[src/rtl/if_fetch_if.sv]
// Instruction SRAM-like bus between the fetch stage (master) and the inst memory (slave).
interface if_fetch_if;
  logic        req;
  logic [31:0] addr;
  logic        addr_ok;
  logic        data_ok;
  logic [31:0] rdata;

  modport master (output req, output addr, input addr_ok, input data_ok, input rdata);
  modport slave  (input req, input addr, output addr_ok, output data_ok, output rdata);
endinterface

[src/rtl/if_fetch.sv]
// Instruction-fetch stage: PC, single-outstanding inst bus reads, delay-slot redirect, exception flush.
// Optional macro ADEL_CHECK_EN: misaligned PC raises if_adel instead of issuing a fetch.
module if_fetch #(
  parameter logic [31:0] RESET_PC = 32'hBFC00000,
  parameter logic [31:0] NOP_INST = 32'h00000000
) (
  input  logic                clk,
  input  logic                rst_n,
  input  logic                stall_if,
  input  logic                redirect_valid,
  input  logic [31:0]         redirect_target,
  input  logic                exc_valid,
  input  logic [31:0]         exc_target,
  if_fetch_if.master          inst_sram,
  output logic                if_valid,
  output logic [31:0]         if_inst,
  output logic [31:0]         if_cur_instaddress,
  output logic [31:0]         if_next_instaddress,
  output logic                if_adel
);

  typedef enum logic [1:0] {
    S_REQ  = 2'd0,
    S_DATA = 2'd1,
    S_HOLD = 2'd2
  } state_t;

  state_t      r_state;
  logic [31:0] r_pc;
  logic        r_cancel;
  logic        r_pend_valid;
  logic [31:0] r_pend_target;
  logic [31:0] r_hold_buf;

  state_t      w_state_next;
  logic [31:0] w_pc_next;
  logic        w_cancel_next;
  logic        w_pend_valid_next;
  logic [31:0] w_pend_target_next;
  logic [31:0] w_hold_buf_next;
  logic [31:0] w_pc_plus4;
  logic [31:0] w_npc;
  logic        w_misaligned;
  logic        w_req;
  logic        w_consume;
  logic        w_valid;
  logic [31:0] w_inst;
  logic        w_adel;

  assign w_pc_plus4 = r_pc + 32'd4;
  assign w_npc      = redirect_valid ? redirect_target :
                      (r_pend_valid ? r_pend_target : w_pc_plus4);

`ifdef ADEL_CHECK_EN
  assign w_misaligned   = (r_pc[1:0] != 2'b00);
  assign inst_sram.addr = r_pc;
`else
  assign w_misaligned   = 1'b0;
  assign inst_sram.addr = {r_pc[31:2], 2'b00};
`endif

  // The request line is gated by reset so nothing is issued while rst_n is low.
  assign inst_sram.req       = w_req & rst_n;
  assign if_valid            = w_valid;
  assign if_inst             = w_inst;
  assign if_adel             = w_adel;
  assign if_cur_instaddress  = r_pc;
  assign if_next_instaddress = w_pc_plus4;

  // Next-state, PC update and delivered-instruction logic.
  always_comb begin
    w_state_next       = r_state;
    w_pc_next          = r_pc;
    w_cancel_next      = r_cancel;
    w_pend_valid_next  = r_pend_valid;
    w_pend_target_next = r_pend_target;
    w_hold_buf_next    = r_hold_buf;
    w_req              = 1'b0;
    w_consume          = 1'b0;
    w_valid            = 1'b0;
    w_inst             = NOP_INST;
    w_adel             = 1'b0;

    case (r_state)
      S_REQ: begin
        if (w_misaligned) begin
          w_valid   = 1'b1;
          w_adel    = 1'b1;
          w_consume = !stall_if;
        end else begin
          w_req = 1'b1;
          if (inst_sram.addr_ok) begin
            w_state_next = S_DATA;
          end else begin
            w_state_next = S_REQ;
          end
        end
      end
      S_DATA: begin
        if (inst_sram.data_ok && r_cancel) begin
          w_cancel_next = 1'b0;
          w_state_next  = S_REQ;
        end else if (inst_sram.data_ok) begin
          w_valid = 1'b1;
          w_inst  = inst_sram.rdata;
          if (stall_if) begin
            w_hold_buf_next = inst_sram.rdata;
            w_state_next    = S_HOLD;
          end else begin
            w_consume    = 1'b1;
            w_state_next = S_REQ;
          end
        end else begin
          w_state_next = S_DATA;
        end
      end
      S_HOLD: begin
        w_valid = 1'b1;
        w_inst  = r_hold_buf;
        if (stall_if) begin
          w_state_next = S_HOLD;
        end else begin
          w_consume    = 1'b1;
          w_state_next = S_REQ;
        end
      end
      default: begin
        w_state_next = S_REQ;
      end
    endcase

    // A redirect arriving with the delay slot's consumption goes straight into the PC.
    if (w_consume) begin
      w_pc_next         = w_npc;
      w_pend_valid_next = 1'b0;
    end else if (redirect_valid) begin
      w_pend_target_next = redirect_target;
      w_pend_valid_next  = 1'b1;
    end else begin
      w_pend_valid_next = r_pend_valid;
    end

    // Exceptions override everything; an accepted or in-flight read is cancelled.
    if (exc_valid) begin
      w_pc_next         = exc_target;
      w_pend_valid_next = 1'b0;
      w_valid           = 1'b0;
      w_inst            = NOP_INST;
      w_adel            = 1'b0;
      case (r_state)
        S_REQ: begin
          if (w_req && inst_sram.addr_ok) begin
            w_state_next  = S_DATA;
            w_cancel_next = 1'b1;
          end else begin
            w_state_next = S_REQ;
          end
        end
        S_DATA: begin
          if (inst_sram.data_ok) begin
            w_state_next  = S_REQ;
            w_cancel_next = 1'b0;
          end else begin
            w_state_next  = S_DATA;
            w_cancel_next = 1'b1;
          end
        end
        default: begin
          w_state_next = S_REQ;
        end
      endcase
    end else begin
      w_pc_next = w_pc_next;
    end
  end

  // State register.
  always_ff @(posedge clk or negedge rst_n) begin
    if (!rst_n) begin
      r_state       <= S_REQ;
      r_pc          <= RESET_PC;
      r_cancel      <= 1'b0;
      r_pend_valid  <= 1'b0;
      r_pend_target <= 32'h00000000;
      r_hold_buf    <= 32'h00000000;
    end else begin
      r_state       <= w_state_next;
      r_pc          <= w_pc_next;
      r_cancel      <= w_cancel_next;
      r_pend_valid  <= w_pend_valid_next;
      r_pend_target <= w_pend_target_next;
      r_hold_buf    <= w_hold_buf_next;
    end
  end

endmodule

[src/flat_wrapper.sv]
// flat-port wrapper written by rule: the top's interface ports become plain ports
module if_fetch_flat 
#(
  parameter logic [31:0] RESET_PC = 32'hBFC00000,
  parameter logic [31:0] NOP_INST = 32'h00000000
)
  (clk, rst_n, stall_if, redirect_valid, redirect_target, exc_valid, exc_target, if_valid, if_inst, if_cur_instaddress, if_next_instaddress, if_adel, inst_sram_req, inst_sram_addr, inst_sram_addr_ok, inst_sram_data_ok, inst_sram_rdata);
  if_fetch_if inst_sram_i ();
  input  logic clk;
  input  logic rst_n;
  input  logic stall_if;
  input  logic redirect_valid;
  input  logic [31:0] redirect_target;
  input  logic exc_valid;
  input  logic [31:0] exc_target;
  output logic if_valid;
  output logic [31:0] if_inst;
  output logic [31:0] if_cur_instaddress;
  output logic [31:0] if_next_instaddress;
  output logic if_adel;
  output wire logic [$bits(inst_sram_i.req)-1:0] inst_sram_req;
  output wire logic [$bits(inst_sram_i.addr)-1:0] inst_sram_addr;
  input wire logic [$bits(inst_sram_i.addr_ok)-1:0] inst_sram_addr_ok;
  input wire logic [$bits(inst_sram_i.data_ok)-1:0] inst_sram_data_ok;
  input wire logic [$bits(inst_sram_i.rdata)-1:0] inst_sram_rdata;
  assign inst_sram_req = inst_sram_i.req;
  assign inst_sram_addr = inst_sram_i.addr;
  assign inst_sram_i.addr_ok = inst_sram_addr_ok;
  assign inst_sram_i.data_ok = inst_sram_data_ok;
  assign inst_sram_i.rdata = inst_sram_rdata;
  if_fetch #(.RESET_PC(RESET_PC), .NOP_INST(NOP_INST)) u_core (.clk(clk), .rst_n(rst_n), .stall_if(stall_if), .redirect_valid(redirect_valid), .redirect_target(redirect_target), .exc_valid(exc_valid), .exc_target(exc_target), .inst_sram(inst_sram_i), .if_valid(if_valid), .if_inst(if_inst), .if_cur_instaddress(if_cur_instaddress), .if_next_instaddress(if_next_instaddress), .if_adel(if_adel));
endmodule
[config.mk]
export PLATFORM = sky130hd
export DESIGN_NAME = if_fetch_flat
export DESIGN_NICKNAME = d
export VERILOG_FILES = /design/src/rtl/if_fetch_if.sv /design/src/rtl/if_fetch.sv /design/src/flat_wrapper.sv
export SDC_FILE = /design/constraint.sdc
export NUM_CORES = 1
export LEC_CHECK = 0
export CAP_MARGIN = 15
export CORE_ASPECT_RATIO = 0.6
export CORE_MARGIN = 2
export CORE_UTILIZATION = 40
export CTS_CLUSTER_DIAMETER = 30
export DETAILED_ROUTE_END_ITERATION = 7
export PLACE_DENSITY = 0.74
export SLEW_MARGIN = 20
export SYNTH_ARGS = -nofsm -noshare
export SYNTH_HDL_FRONTEND = slang
export SYNTH_SLANG_ARGS = --single-unit
[constraint.sdc]
create_clock -name clk -period 3.5 [get_ports clk]
set_input_delay 0.7 -clock clk [delete_from_list [all_inputs] [get_ports clk]]
set_output_delay 0.7 -clock clk [all_outputs]
set_load 0.02 [all_outputs]
Yosys cells after proc, flatten, opt, wreduce, memory -nomap -nowiden
Index checks and enable logic that the tools add are counted.
{"block": "op_classes", "n_addsub": 1, "eq_ne": 2, "muxes": 35, "bitwise": 3, "reduce_logical": 7}
{"op": "$mux W32", "n": 7}
{"op": "$pmux W32 S2", "n": 1}
{"op": "$add A32 B3 Y32 const B", "n": 1}
{"op": "$mux W1", "n": 18}
{"op": "$mux W2", "n": 4}
{"op": "$pmux W1 S2", "n": 3}
{"op": "$pmux W2 S3", "n": 1}
{"op": "$pmux W2 S2", "n": 1}
{"op": "$reduce_and A4 Y1", "n": 1}
{"op": "$reduce_bool A3 Y1", "n": 1}
{"op": "$eq A2 B1 Y1 const B", "n": 1}
{"op": "$eq A2 B2 Y1 const B", "n": 1}
{"op": "$logic_and A1 B1 Y1", "n": 2}
{"op": "$logic_not A2 Y1", "n": 1}
{"op": "$not A1 Y1", "n": 2}
{"op": "$reduce_and A2 Y1", "n": 1}
{"op": "$reduce_bool A2 Y1", "n": 1}
{"op": "$and A1 B1 Y1", "n": 1}
{"block": "word_totals", "register_bits": 100, "inputBits": 103, "out_inout_bits": 131, "word_cells": 54}

Depth between registers and ports, before layout
Gate-level depths: netlist of the first run.
{"block": "depth", "word_depth": 6, "depth_mapped": 10}

Least setup slack after synthesis of the first run
OpenSTA, ideal clock, no wires.
{"block": "synth_path", "path_kind": "register to output", "from": "register u_core.r_pc[2], in the netlist u_core.if_cur_instaddress[2]", "to": "output port if_next_instaddress[30]", "arrival_time_ps": 2415, "path_slack_ps": 385, "path_stages_with_launch": 7, "n_path_buf": 0, "path_cell_list": "dfrtp_1 -> ha_1 -> nand4_1 -> or3_1 -> or2_2 -> or3_1 -> xnor2_1"}
{"block": "synth_between", "elab_chain_len": 1}
{"element": "start, declared", "line": "if_fetch.sv:29", "text": "logic [31:0] r_pc;"}
{"element": "start signal, assigned", "line": "if_fetch.sv:188", "text": "r_pc <= w_pc_next;"}
{"element": "$add A32 B3 Y32", "line": "if_fetch.sv:50", "text": "assign w_pc_plus4 = r_pc + 32'd4;"}
{"element": "end, declared", "line": "flat_wrapper.sv:19", "text": "output logic [31:0] if_next_instaddress;"}
Every way passes these cells.

Final worst setup path of the first run
{"block": "layout_path", "from": "register u_core.r_pc[9], in the netlist u_core.if_cur_instaddress[9]", "to": "output port if_next_instaddress[27]"}
Same word-level chain as after synthesis.

==> results of run 1 <==
==> routing by layer <==
layer	global-route usage (%)	share of wire, %	vias to the layer above
met5	0	0.084	-
met4	7.624	2.4	2
met3	6.313	9.0	43
met2	37.71	44	285
met1	35.99	45	2819
li1	-	-	2631
==> worst min-delay path, delay by kind of cell (launching register included) <==
kind	cells	cell delay [ns]
AND/OR/NAND/NOR	1	0.05
flip-flops	1	0.34
AO/OA/AOI/OAI	1	0.06
==> flip-flops by register name, summed over array words and instances, names as in the netlist <==
name / flops
u_core.r_pend_target: 32
u_core.if_cur_instaddress: 32
u_core.r_cancel: 1
u_core.r_pend_valid: 1
u_core.r_state: 2
u_core.r_hold_buf: 32
==> power by group through the flow <==
stage	Sequential [mW]	Clock [mW]	Combinational, mW
after floorplan	1.66	0	0.716
after global placement	1.61	0	1.30
after detailed placement	1.63	0	1.33
after CTS	1.61	1.05	1.33
after global routing	1.65	1.09	1.41
final	1.62	1.04	1.32
==> what timing repair did <==
action,in CTS,in global routing
endpoints found under the setup margin,10,6
setup buffers,0,0
gates resized for setup,13,7
hold buffers,0,0
pin swaps,1,0
==> through the flow <==
stage	TNS (ns)	cell area (um^2)	total power, mW	hold slack (ns)
2_1_floorplan	0	6013	2.374	0.4044
3_3_place_gp	0	8424	2.913	0.4566
3_5_place_dp	0	8427	2.965	0.4626
4_1_cts	-0.03566	8736	3.990	0.4766
5_1_grt	0	8750	4.159	0.5260
6_report	0	8750	3.976	0.4779
==> area by class of cell <==
cell class	count	area (um^2)	share of cell area, %
tap	198	247.7	2.831
sequential	100	2514	28.73
inverter	15	56.30	0.6435
timing repair buffer	270	2601	29.73
clock buffer	13	260.3	2.974
clock inverter	3	45.04	0.5148
multi-input combinational	425	3025	34.58
==> worst max-delay path by stage <==
stage,from,end,cells past startpoint
2_1_floorplan,u_core.if_cur_instaddress[2],if_next_instaddress[30],6
3_3_place_gp,u_core.if_cur_instaddress[2],if_next_instaddress[30],7
3_5_place_dp,u_core.if_cur_instaddress[2],if_next_instaddress[30],7
4_1_cts,u_core.if_cur_instaddress[2],if_next_instaddress[30],7
5_1_grt,u_core.if_cur_instaddress[14],if_next_instaddress[29],5
6_report,u_core.if_cur_instaddress[9],if_next_instaddress[27],5
==> logic make-up after synthesis <==
| family | Yosys count | synth area share (%) |
|---|---|---|
| AND/OR/NAND/NOR | 168 | 13.27 |
| AO/OA/AOI/OAI | 150 | 18.06 |
| flip-flops | 100 | 41.85 |
| buffers and inverters | 97 | 8.396 |
| multiplexers | 72 | 13.37 |
| XOR/XNOR | 27 | 3.938 |
| adder cells (fa/ha/maj) | 5 | 1.042 |
| other | 1 | 0.06244 |
==> cell usage in the layout, fill, tap and decap left out, types with 3 or more instances in the layout <==
cell type                         Yosys  layout
sky130_fd_sc_hd__nand4_1              4       4
sky130_fd_sc_hd__nand2_1             39      39
sky130_fd_sc_hd__o211ai_1             3       3
sky130_fd_sc_hd__and2_1               3       3
sky130_fd_sc_hd__clkdlybuf4s50_1      0     214
sky130_fd_sc_hd__o21ai_0             24      23
sky130_fd_sc_hd__a221oi_1            13      13
sky130_fd_sc_hd__o22ai_1              3       3
sky130_fd_sc_hd__or3_1                6       6
sky130_fd_sc_hd__or4_1                3       3
sky130_fd_sc_hd__nor4_1               7       5
sky130_fd_sc_hd__or2_2                3       3
sky130_fd_sc_hd__mux2_2              66      66
sky130_fd_sc_hd__dlygate4sd2_1        0       9
sky130_fd_sc_hd__xor2_1              15      15
sky130_fd_sc_hd__nand3_1             13      13
sky130_fd_sc_hd__o221ai_1             3       3
sky130_fd_sc_hd__xnor2_1             12      12
sky130_fd_sc_hd__clkbuf_16            0       9
sky130_fd_sc_hd__o31a_1               3       3
sky130_fd_sc_hd__dfstp_2              9       9
sky130_fd_sc_hd__o31ai_1              6       6
sky130_fd_sc_hd__dlymetal6s2s_1       0       4
sky130_fd_sc_hd__ha_1                 5       4
sky130_fd_sc_hd__a211oi_1             4       4
sky130_fd_sc_hd__nor3_1              13      13
sky130_fd_sc_hd__mux2i_1              6       6
sky130_fd_sc_hd__dfrtp_1             91      91
sky130_fd_sc_hd__inv_1               15      15
sky130_fd_sc_hd__conb_1               1       3
sky130_fd_sc_hd__nor2_1              64      64
sky130_fd_sc_hd__a221o_1             14      14
sky130_fd_sc_hd__buf_4               35      40
sky130_fd_sc_hd__a21oi_1             22      22
sky130_fd_sc_hd__a22oi_1             35      35
==> summary.md, run 1 <==
| Metric | Value |
|---|---|
| Least-Margin Pin Slew | `~0.76 ns` |
| First-pass GRT wire length | `roughly 32 mm` |
| Die Area | `between 0.015 and 0.02 mm^2` |
| Net count of the finished layout | `about 930` |
| Fin. Hold Viols | `0` |
| Cell family with most CP delay | `simple AND/OR/NAND/NOR gates` |
| Gate count after technology mapping | `620` |
| Share of the yosys chip area belonging to registers | `around two fifths` |
| Worst Slack Setup Final | `0.08364 ns` |
| Mean instance size in the synthesized netlist | `roughly 9.7 um^2` |
| Final std cells w/o fill | `1,024` |
| Startpoint-to-endpoint class of the critical path | `flip-flop to output pin` |
| Static leakage power | `roughly 3.5 nW` |
| Num rows | `34` |
| Start of the worst register-to-register path | `u_core.r_state[0]` |
| Via count of the first global-routing pass | `5,676` |
| Net switching fraction of the power | `between 30% and 40%` |
| Final ANT Viol Nets | `0` |
| Number of max-cap violations | `0` |
| Combinational share of power | `between 30% and 40%` |
| Count of buffers from port buffering | `230` |
| Number of library cell types mapped by synthesis | `62` |
| Diodes inserted | `0` |
| Part of the power in the clock network | `26.0%` |
| Pre-antenna DRT Iters | `5` |
| Top-count cell post-synth | `sky130_fd_sc_hd__dfrtp_1` |
| Count of yosys warnings during synthesis | `0` |
| Reg clk slew, reported paths | `approximately 0.07 ns` |
| Number of clock buffers inserted by TritonCTS | `9` |
| CTS tree | `built` |
| Critical hold path startpoint | `u_core.r_cancel` |
| HPWL after detailed placement | `between 15 and 20 mm` |
| Critical Path AT | `roughly 2.7 ns` |
| Top cells by count, synth | `91 x sky130_fd_sc_hd__dfrtp_1, 66 x sky130_fd_sc_hd__mux2_2, 64 x sky130_fd_sc_hd__nor2_1, 39 x sky130_fd_sc_hd__nand2_1` |
| I/O Pins | `roughly 230` |
| Worst IR drop on VDD | `~240 uV` |
| Worst path slowest cell | `sky130_fd_sc_hd__or4_4` |
| Cell taking the most area after synthesis | `sky130_fd_sc_hd__dfrtp_1` |
| Routed wire per std cell | `~20 um` |
| Kind of end point of the critical path | `output pin` |
| Depth of the worst register-to-register path | `7` |
| DR vias | `5,780` |
| Worst-path maximum fanout | `5` |
| Number of cells on the worst hold path | `2` |
| Core box area | `between 0.01 and 0.015 mm^2` |
| P&R area growth vs syn | `45.69%` |
| Top cells by area, synth | `sky130_fd_sc_hd__dfrtp_1 38%, sky130_fd_sc_hd__mux2_2 12%, sky130_fd_sc_hd__a22oi_1 4.4%` |
| Count of H-tree levels built during CTS | `3` |
| Period utilization | `between 90% and 100%` |
| Total routing resource utilization after global routing | `about 25%` |
| Number of antenna violations at the first check in global routing | `1` |
| Post-layout minimum cycle time | `approximately 3.4 ns` |
| Count of final max-slew check failures | `0` |
| # setup viols final | `0` |
| Result of the run | `complete, no violations` |
| Number of buffers between clock root and the deepest sink | `2` |
| Worst path buffer plus inverter count | `1` |
| Vertical die dimension | `98.92 um` |
| Fraction of synthesis flops using an asynchronous set or reset pin | `100.0%` |
| Reg power frac | `40.7%` |
| Setup Slack @ Placement | `0.09500 ns` |
| Startpoint Class | `flip-flop` |
| Commonest register cell after synthesis | `sky130_fd_sc_hd__dfrtp_1` |
| Internal power of the cells | `approximately 2.7 mW` |
| Utilization after layout | `approximately three fifths` |
| Worst Hold Endpoint | `u_core.r_cancel` |
| Drt drc | `0` |
| Number of DRC violations after detailed-routing iteration 0 | `about 420` |
| Rel. slew slack | `around half` |
| Worst path max stage delay | `~0.64 ns` |
| Maximum operating frequency | `just under 300 MHz` |
| Power density over cell area | `~450 mW/mm^2` |
| Final Wtd Congestion | `roughly 0.9` |
| Share of cells above drive strength 1 | `17.80%` |
| Number of clock sinks | `100` |
| DIE WIDTH | `162.2 um` |
| Number of placed instances, taps included | `roughly 1,000` |
| Via count normalized by instance count | `around 5.6` |
| Post-synthesis instance area | `0.006006 mm^2` |
| Initial core utilization | `between 40% and 50%` |
| Global route total overflow | `0` |
| Number of enable-type register cells in the synthesized netlist | `0` |
| RSZ-0062 raised after global routing | `no` |
| Worst-skew pair later-pin latency | `approximately 0.35 ns` |
| Filler cells | `between 1,000 and 1,500` |
| Largest net degree at the start of global routing | `63` |
| Master cell of the clock root buffer | `sky130_fd_sc_hd__clkbuf_16` |
| Worst R2R Setup Slack | `a little over 1 ns` |
| Path type of the worst min-delay path | `flip-flop to flip-flop` |
| Cell chain of the critical path | `nand4_1, or4_4, nor3_1, xnor2_1, clkdlybuf4s50_1` |
| Switching power | `between 1 and 1.5 mW` |
| Total wire length after detailed routing | `between 20 and 25 mm` |
| Data required time at the worst endpoint | `approximately 2.8 ns` |
| Worst Skew | `between 0.01 and 0.015 ns` |
| FF+latch count, synth | `100` |
| Destination of the worst register-to-register timing path | `u_core.if_cur_instaddress[21]` |
| Top-area cell type share of the netlist area | `about 38%` |
Power figures use the tool's default switching activity.
==> run 2: changes to the inputs <==
--- a/config.mk
+++ b/config.mk
@@ -5,13 +5,13 @@
 export SDC_FILE = /design/constraint.sdc
 export NUM_CORES = 1
 export LEC_CHECK = 0
-export CAP_MARGIN = 15
 export CORE_ASPECT_RATIO = 0.6
 export CORE_MARGIN = 2
 export CORE_UTILIZATION = 40
 export CTS_CLUSTER_DIAMETER = 30
 export DETAILED_ROUTE_END_ITERATION = 7
 export PLACE_DENSITY = 0.74
+export REMOVE_ABC_BUFFERS = 1
 export SLEW_MARGIN = 20
 export SYNTH_ARGS = -nofsm -noshare
 export SYNTH_HDL_FRONTEND = slang
==> summary.md, run 2 (synthesized netlist as in run 1, its figures left out) <==
| Metric | Value |
|---|---|
| Result of the run | `complete, no violations` |
| Cell family with most CP delay | `buffers and inverters` |
| Via count normalized by instance count | `approximately 5.7` |
| Depth of the worst register-to-register path | `8` |
| Least-Margin Pin Slew | `about 0.9 ns` |
| Worst path buffer plus inverter count | `2` |
| Final std cells w/o fill | `between 1,000 and 1,500` |
| Count of final max-slew check failures | `0` |
| Maximum operating frequency | `around 290 MHz` |
| Filler cells | `around 1,200` |
| # setup viols final | `0` |
| P&R area growth vs syn | `46.02%` |
| Worst IR drop on VDD | `approximately 240 uV` |
| Number of buffers between clock root and the deepest sink | `2` |
| DIE WIDTH | `roughly 160 um` |
| Post-layout minimum cycle time | `3.401 ns` |
| Startpoint Class | `flip-flop` |
| Cell count along the critical path | `6` |
| Via count of the first global-routing pass | `slightly below 6,000` |
| Rel. slew slack | `between 30% and 40%` |
| Setup Slack @ Placement | `roughly 0.13 ns` |
| Die Area | `approximately 0.016 mm^2` |
| Worst Slack Setup Final | `0.09936 ns` |
| Diodes inserted | `0` |
| Final Wtd Congestion | `0.8750` |
| Total routing resource utilization after global routing | `between 20% and 30%` |
| Reg clk slew, reported paths | `about 0.08 ns` |
| Critical Path AT | `between 2 and 3 ns` |
| First-pass GRT wire length | `around 32 mm` |
| Static leakage power | `around 3.5 nW` |
| Fin. Hold Viols | `0` |
| Largest net degree at the start of global routing | `76` |
| CTS tree | `built` |
| Worst path max stage delay | `between 0.6 and 0.7 ns` |
| Worst Skew | `0.008934 ns` |
| Cell chain of the critical path | `nand3_4, or4_4, buf_4, nor3_1, xor2_1, clkdlybuf4s50_1` |
| DR vias | `just under 6,000` |
| Commonest non-fill, non-tap cells in the layout | `215 x sky130_fd_sc_hd__clkdlybuf4s50_1, 91 x sky130_fd_sc_hd__dfrtp_1, 66 x sky130_fd_sc_hd__mux2_2, 63 x sky130_fd_sc_hd__nor2_1, 40 x sky130_fd_sc_hd__buf_4` |
| Most common cell after layout, fill and taps aside | `sky130_fd_sc_hd__clkdlybuf4s50_1` |
| Utilization after layout | `between 60% and 70%` |
| Data required time at the worst endpoint | `2.80 ns` |
| Number of clock buffers inserted by TritonCTS | `9` |
| Startpoint-to-endpoint class of the critical path | `flip-flop to output pin` |
| Routed wire per std cell | `20.02 um` |
| Number of placed instances, taps included | `around 1,000` |
| HPWL after detailed placement | `between 15 and 20 mm` |
| Count of buffers from port buffering | `230` |
| Master cell of the clock root buffer | `sky130_fd_sc_hd__clkbuf_16` |
| Share of cells above drive strength 1 | `a little under a fifth` |
| Net count of the finished layout | `931` |
| Num rows | `34` |
| Core box area | `between 0.01 and 0.015 mm^2` |
| Number of DRC violations after detailed-routing iteration 0 | `approximately 450` |
| I/O Pins | `approximately 230` |
| Worst-skew pair later-pin latency | `around 0.34 ns` |
| Final-layout setup total negative slack | `0 ns` |
| Number of max-cap violations | `0` |
| CTS hold repair buffers | `0` |
| Worst-path maximum fanout | `11` |
| Vertical die dimension | `about 99 um` |
| Drt drc | `0` |
| Total wire length after detailed routing | `slightly above 20 mm` |
| RSZ-0062 raised after global routing | `no` |
| Initial core utilization | `41.16%` |
| Count of H-tree levels built during CTS | `3` |
| Pre-antenna DRT Iters | `5` |
| Path type of the worst min-delay path | `input port to async pin` |
| Number of clock sinks | `100` |
| Period utilization | `a little over nine tenths` |
| Worst path slowest cell | `sky130_fd_sc_hd__clkdlybuf4s50_1` |
| Power density over cell area | `approximately 450 mW/mm^2` |
| Final ANT Viol Nets | `0` |
| Number of antenna violations at the first check in global routing | `0` |
| Global route total overflow | `0` |
| Kind of end point of the critical path | `output pin` |
==> run 2: cell count changes in the layout (fill, tap and decap cells not counted), sizes merged <==
cell | before | now
buf | 42 | 45
bufinv | 1 | 0
clkbuf | 14 | 11
clkdlybuf4s50 | 214 | 215
clkinv | 0 | 2
clkinvlp | 2 | 1
dlygate4sd2 | 9 | 7
inv | 15 | 18
==> run 2: path summary, 6_finish.rpt <==
kind / start / end / slack, ns
setup / recovery: u_core.if_cur_instaddress[3] / if_next_instaddress[21] / 0.1
hold / removal: rst_n / u_core.r_hold_buf[23] / 0.25
setup reg to reg: u_core.r_state[1] / u_core.if_cur_instaddress[22] / 0.89
hold reg to reg: u_core.r_cancel / u_core.r_cancel / 0.48
max in group asynchronous: rst_n / u_core.if_cur_instaddress[26] / 2.20
min in group clk: u_core.r_cancel / u_core.r_cancel / 0.48
==> run 2: cell type report <==
| class | count | area [um^2] | share of cell area (%) |
|---|---|---|---|
| Clock buffer | 10 | 239.0 | 2.725 |
| Timing Repair Buffer | 272 | 2646 | 30.18 |
| Tap cell | 198 | 247.7 | 2.825 |
| Inverter | 15 | 56.30 | 0.6420 |
| Multi-Input combinational cell | 425 | 3010 | 34.33 |
| Clock inverter | 6 | 56.30 | 0.6420 |
| Sequential cell | 100 | 2514 | 28.66 |
==> run 2: metrics by stage <==
stage	power, mW	area, um^2	hold WS, ns
4_1_cts	3.955	8720	0.2581
2_1_floorplan	2.283	5565	0.4044
3_5_place_dp	2.967	8434	0.4669
5_1_grt	4.130	8770	0.2698
6_report	3.944	8770	0.2499
3_3_place_gp	2.909	8434	0.4537
==> run 2: timing repair <==
item                       CTS  global route
pin swaps                    0             1
hold endpoints to repair     0             0
buffers inserted             0             1
setup endpoints to repair    8             8
gates resized for setup      8             8
==> run 2: power by group <==
| part | internal, mW | switching, mW | total [mW] |
|---|---|---|---|
| Clock | 0.518 | 0.476 | 0.993 |
| Sequential | 1.44 | 0.183 | 1.63 |
| Combinational | 0.682 | 0.642 | 1.32 |
| Total | 2.64 | 1.30 | 3.94 |
==> run 2: per-layer routing <==
layer / vias up / track usage, % / wire length [um]
li1: 2632 / - / -
met1: 2914 / 36.00 / 9357
met2: 285 / 38.95 / 9468
met3: 34 / 5.135 / 1360
met4: 0 / 6.807 / 358
met5: - / 0 / 0
==> run 3: changes to the inputs <==
--- a/config.mk
+++ b/config.mk
@@ -5,12 +5,15 @@
 export SDC_FILE = /design/constraint.sdc
 export NUM_CORES = 1
 export LEC_CHECK = 0
+export CELL_PAD_IN_SITES_DETAIL_PLACEMENT = 0
+export CELL_PAD_IN_SITES_GLOBAL_PLACEMENT = 1
 export CORE_ASPECT_RATIO = 0.6
 export CORE_MARGIN = 2
-export CORE_UTILIZATION = 40
+export CORE_UTILIZATION = 33
 export CTS_CLUSTER_DIAMETER = 30
 export DETAILED_ROUTE_END_ITERATION = 7
-export PLACE_DENSITY = 0.74
+export PLACE_DENSITY_LB_ADDON = 0.1
+export RECOVER_POWER = 100
 export REMOVE_ABC_BUFFERS = 1
 export SLEW_MARGIN = 20
 export SYNTH_ARGS = -nofsm -noshare
==> summary.md, run 3 (synthesized netlist as in run 1, its figures left out) <==
| Metric | Value |
|---|---|
| Count of buffers from port buffering | `230` |
| Top Usage Layer GRT | `met1` |
| Die Area | `about 0.019 mm^2` |
| Count of H-tree levels built during CTS | `3` |
| Via count normalized by instance count | `roughly 5.3` |
| Global Route met1 Usage | `a little over a third` |
| Share of cells above drive strength 1 | `between 15 and 20%` |
| # setup viols final | `0` |
| Finished Cell Area | `about 0.0088 mm^2` |
| Routed wire per std cell | `about 20 um` |
| DIE WIDTH | `roughly 180 um` |
| Worst Skew | `0.008728 ns` |
| Worst-skew pair later-pin latency | `roughly 0.35 ns` |
| M2 GR Usage | `31.06%` |
| Count of final max-slew check failures | `34` |
| Number of placed instances, taps included | `1,054` |
| I/O Pins | `between 200 and 250` |
| Net count of the finished layout | `933` |
| Core box area | `0.01792 mm^2` |
| Master cell of the clock root buffer | `sky130_fd_sc_hd__clkbuf_16` |
| Final std cells w/o fill | `~1,100` |
| Data required time at the worst endpoint | `around 2.8 ns` |
| Worst path max stage delay | `0.70 ns` |
| Power density over cell area | `~450 mW/mm^2` |
| Number of max-cap violations | `1` |
| Failing checks | `capacitance limit, slew limit` |
| Maximum operating frequency | `298.1 MHz` |
| Design Power | `between 3 and 4 mW` |
| First-pass GRT wire length | `32.74 mm` |
| Fin. Hold Viols | `0` |
| Drt drc | `0` |
| Post-layout minimum cycle time | `about 3.4 ns` |
| Diodes inserted | `0` |
| RSZ-0062 raised after global routing | `no` |
| Number of clock buffers inserted by TritonCTS | `9` |
| Startpoint Class | `flip-flop` |
| Initial core utilization | `33.51%` |
| Number of buffers between clock root and the deepest sink | `2` |
| Kind of end point of the critical path | `output pin` |
| Reg clk slew, reported paths | `0.07 ns` |
| Startpoint-to-endpoint class of the critical path | `flip-flop to output pin` |
| Static leakage power | `around 3.7 nW` |
| Total wire length after detailed routing | `around 21 mm` |
| Worst path slowest cell | `sky130_fd_sc_hd__clkdlybuf4s50_1` |
| P&R area growth vs syn | `46.15%` |
| Worst-path maximum fanout | `5` |
| Path type of the worst min-delay path | `flip-flop to flip-flop` |
| Least-Margin Pin Slew | `~2 ns` |
| HPWL after detailed placement | `about 16 mm` |
| Result of the run | `complete, but fails checks` |
| Worst Slack Setup Final | `~0.15 ns` |
| Cell chain of the critical path | `nand4_1, or4_4, nor3_1, xnor2_1, clkdlybuf4s50_1` |
| Most common cell after layout, fill and taps aside | `sky130_fd_sc_hd__dlygate4sd3_1` |
| Critical Path AT | `~2.7 ns` |
| Global route total overflow | `0` |
| CTS tree | `built` |
| Vertical die dimension | `~110 um` |
| Number of clock sinks | `100` |
| Num rows | `38` |
| Final-layout setup total negative slack | `0 ns` |
| Commonest non-fill, non-tap cells in the layout | `114 x sky130_fd_sc_hd__dlygate4sd3_1, 100 x sky130_fd_sc_hd__clkdlybuf4s50_1, 90 x sky130_fd_sc_hd__dfrtp_1, 66 x sky130_fd_sc_hd__mux2_2, 64 x sky130_fd_sc_hd__nor2_1` |
| Worst hold margin | `approximately 0.48 ns` |
| Via count of the first global-routing pass | `~5,700` |
| Total routing resource utilization after global routing | `22.29%` |
| Rel. slew slack | `-33.09%` |
| Met3 Resource Use GR | `under 10%` |
| Setup Fix Bufs, Post-CTS | `0` |
| Number of DRC violations after detailed-routing iteration 0 | `between 500 and 600` |
| Largest net degree at the start of global routing | `between 60 and 70` |
| DR vias | `between 5,000 and 6,000` |
| Period utilization | `95.85%` |
| Utilization after layout | `slightly below 50%` |
| Final Wtd Congestion | `~0.80` |
| Setup Slack @ Placement | `about 0.070 ns` |
| Pre-antenna DRT Iters | `6` |
| Cell area reported after detailed placement | `between 0.008 and 0.009 mm^2` |
| Final ANT Viol Nets | `0` |
| Worst IR drop on VDD | `249.5 uV` |
| Number of antenna violations at the first check in global routing | `1` |
run 3: cell count changes in the layout (fill, tap and decap cells not counted), moves of 4 or more:
cell | before | now
sky130_fd_sc_hd__buf_4 | 40 | 36
sky130_fd_sc_hd__clkbuf_1 | 0 | 8
sky130_fd_sc_hd__clkbuf_2 | 1 | 5
sky130_fd_sc_hd__clkdlybuf4s50_1 | 215 | 100
sky130_fd_sc_hd__dlygate4sd3_1 | 0 | 114
run 3: cell type report:
type	count	area (um^2)
Clock buffer	11	242.7
Fill cell	1676	9148
Sequential cell	100	2515
Multi-Input combinational cell	425	3023
Clock inverter	5	60.06
Timing Repair Buffer	274	2580
Tap cell	240	300.3
Inverter	15	56.30
run 3: repair_timing:
action | CTS | global route
resized for setup | 14 | 11
endpoints found under the setup margin | 11 | 7
hold buffers | 0 | 0
gates cloned | 0 | 0
run 3: worst paths after layout:
kind                                               start                      endpoint  slack (ns)  cells past startpoint
setup reg to reg                       u_core.r_state[1]       u_core.r_pend_target[2]        0.61                      8
min in group asynchronous                          rst_n  u_core.if_cur_instaddress[0]        1.08                      2
setup / recovery           u_core.if_cur_instaddress[12]       if_next_instaddress[27]        0.15                      5
max in group asynchronous                          rst_n  u_core.if_cur_instaddress[3]        0.54                      3
hold / removal                           u_core.r_cancel               u_core.r_cancel        0.48                      2
hold reg to reg                          u_core.r_cancel               u_core.r_cancel        0.48                      2
run 3: routing by layer:
metal,wire [um],up-vias
met5,0,-
met4,201,0
met3,1464,13
met2,8763,217
met1,11040,2807
li1,-,2630
run 3: critical path: cells and delay by family (launching register included):
family / cells / cell delay (ns)
xor gates and xnor gates: 1 / 0.18
buffers and inverters: 1 / 0.70
DFF: 1 / 0.37
and+or+nand+nor: 3 / 1.06
run 3: power breakdown:
part	total [mW]	internal (mW)	switching (mW)
sequential	1.62	1.44	0.173
combinational	1.28	0.629	0.647
clock	1.04	0.578	0.463
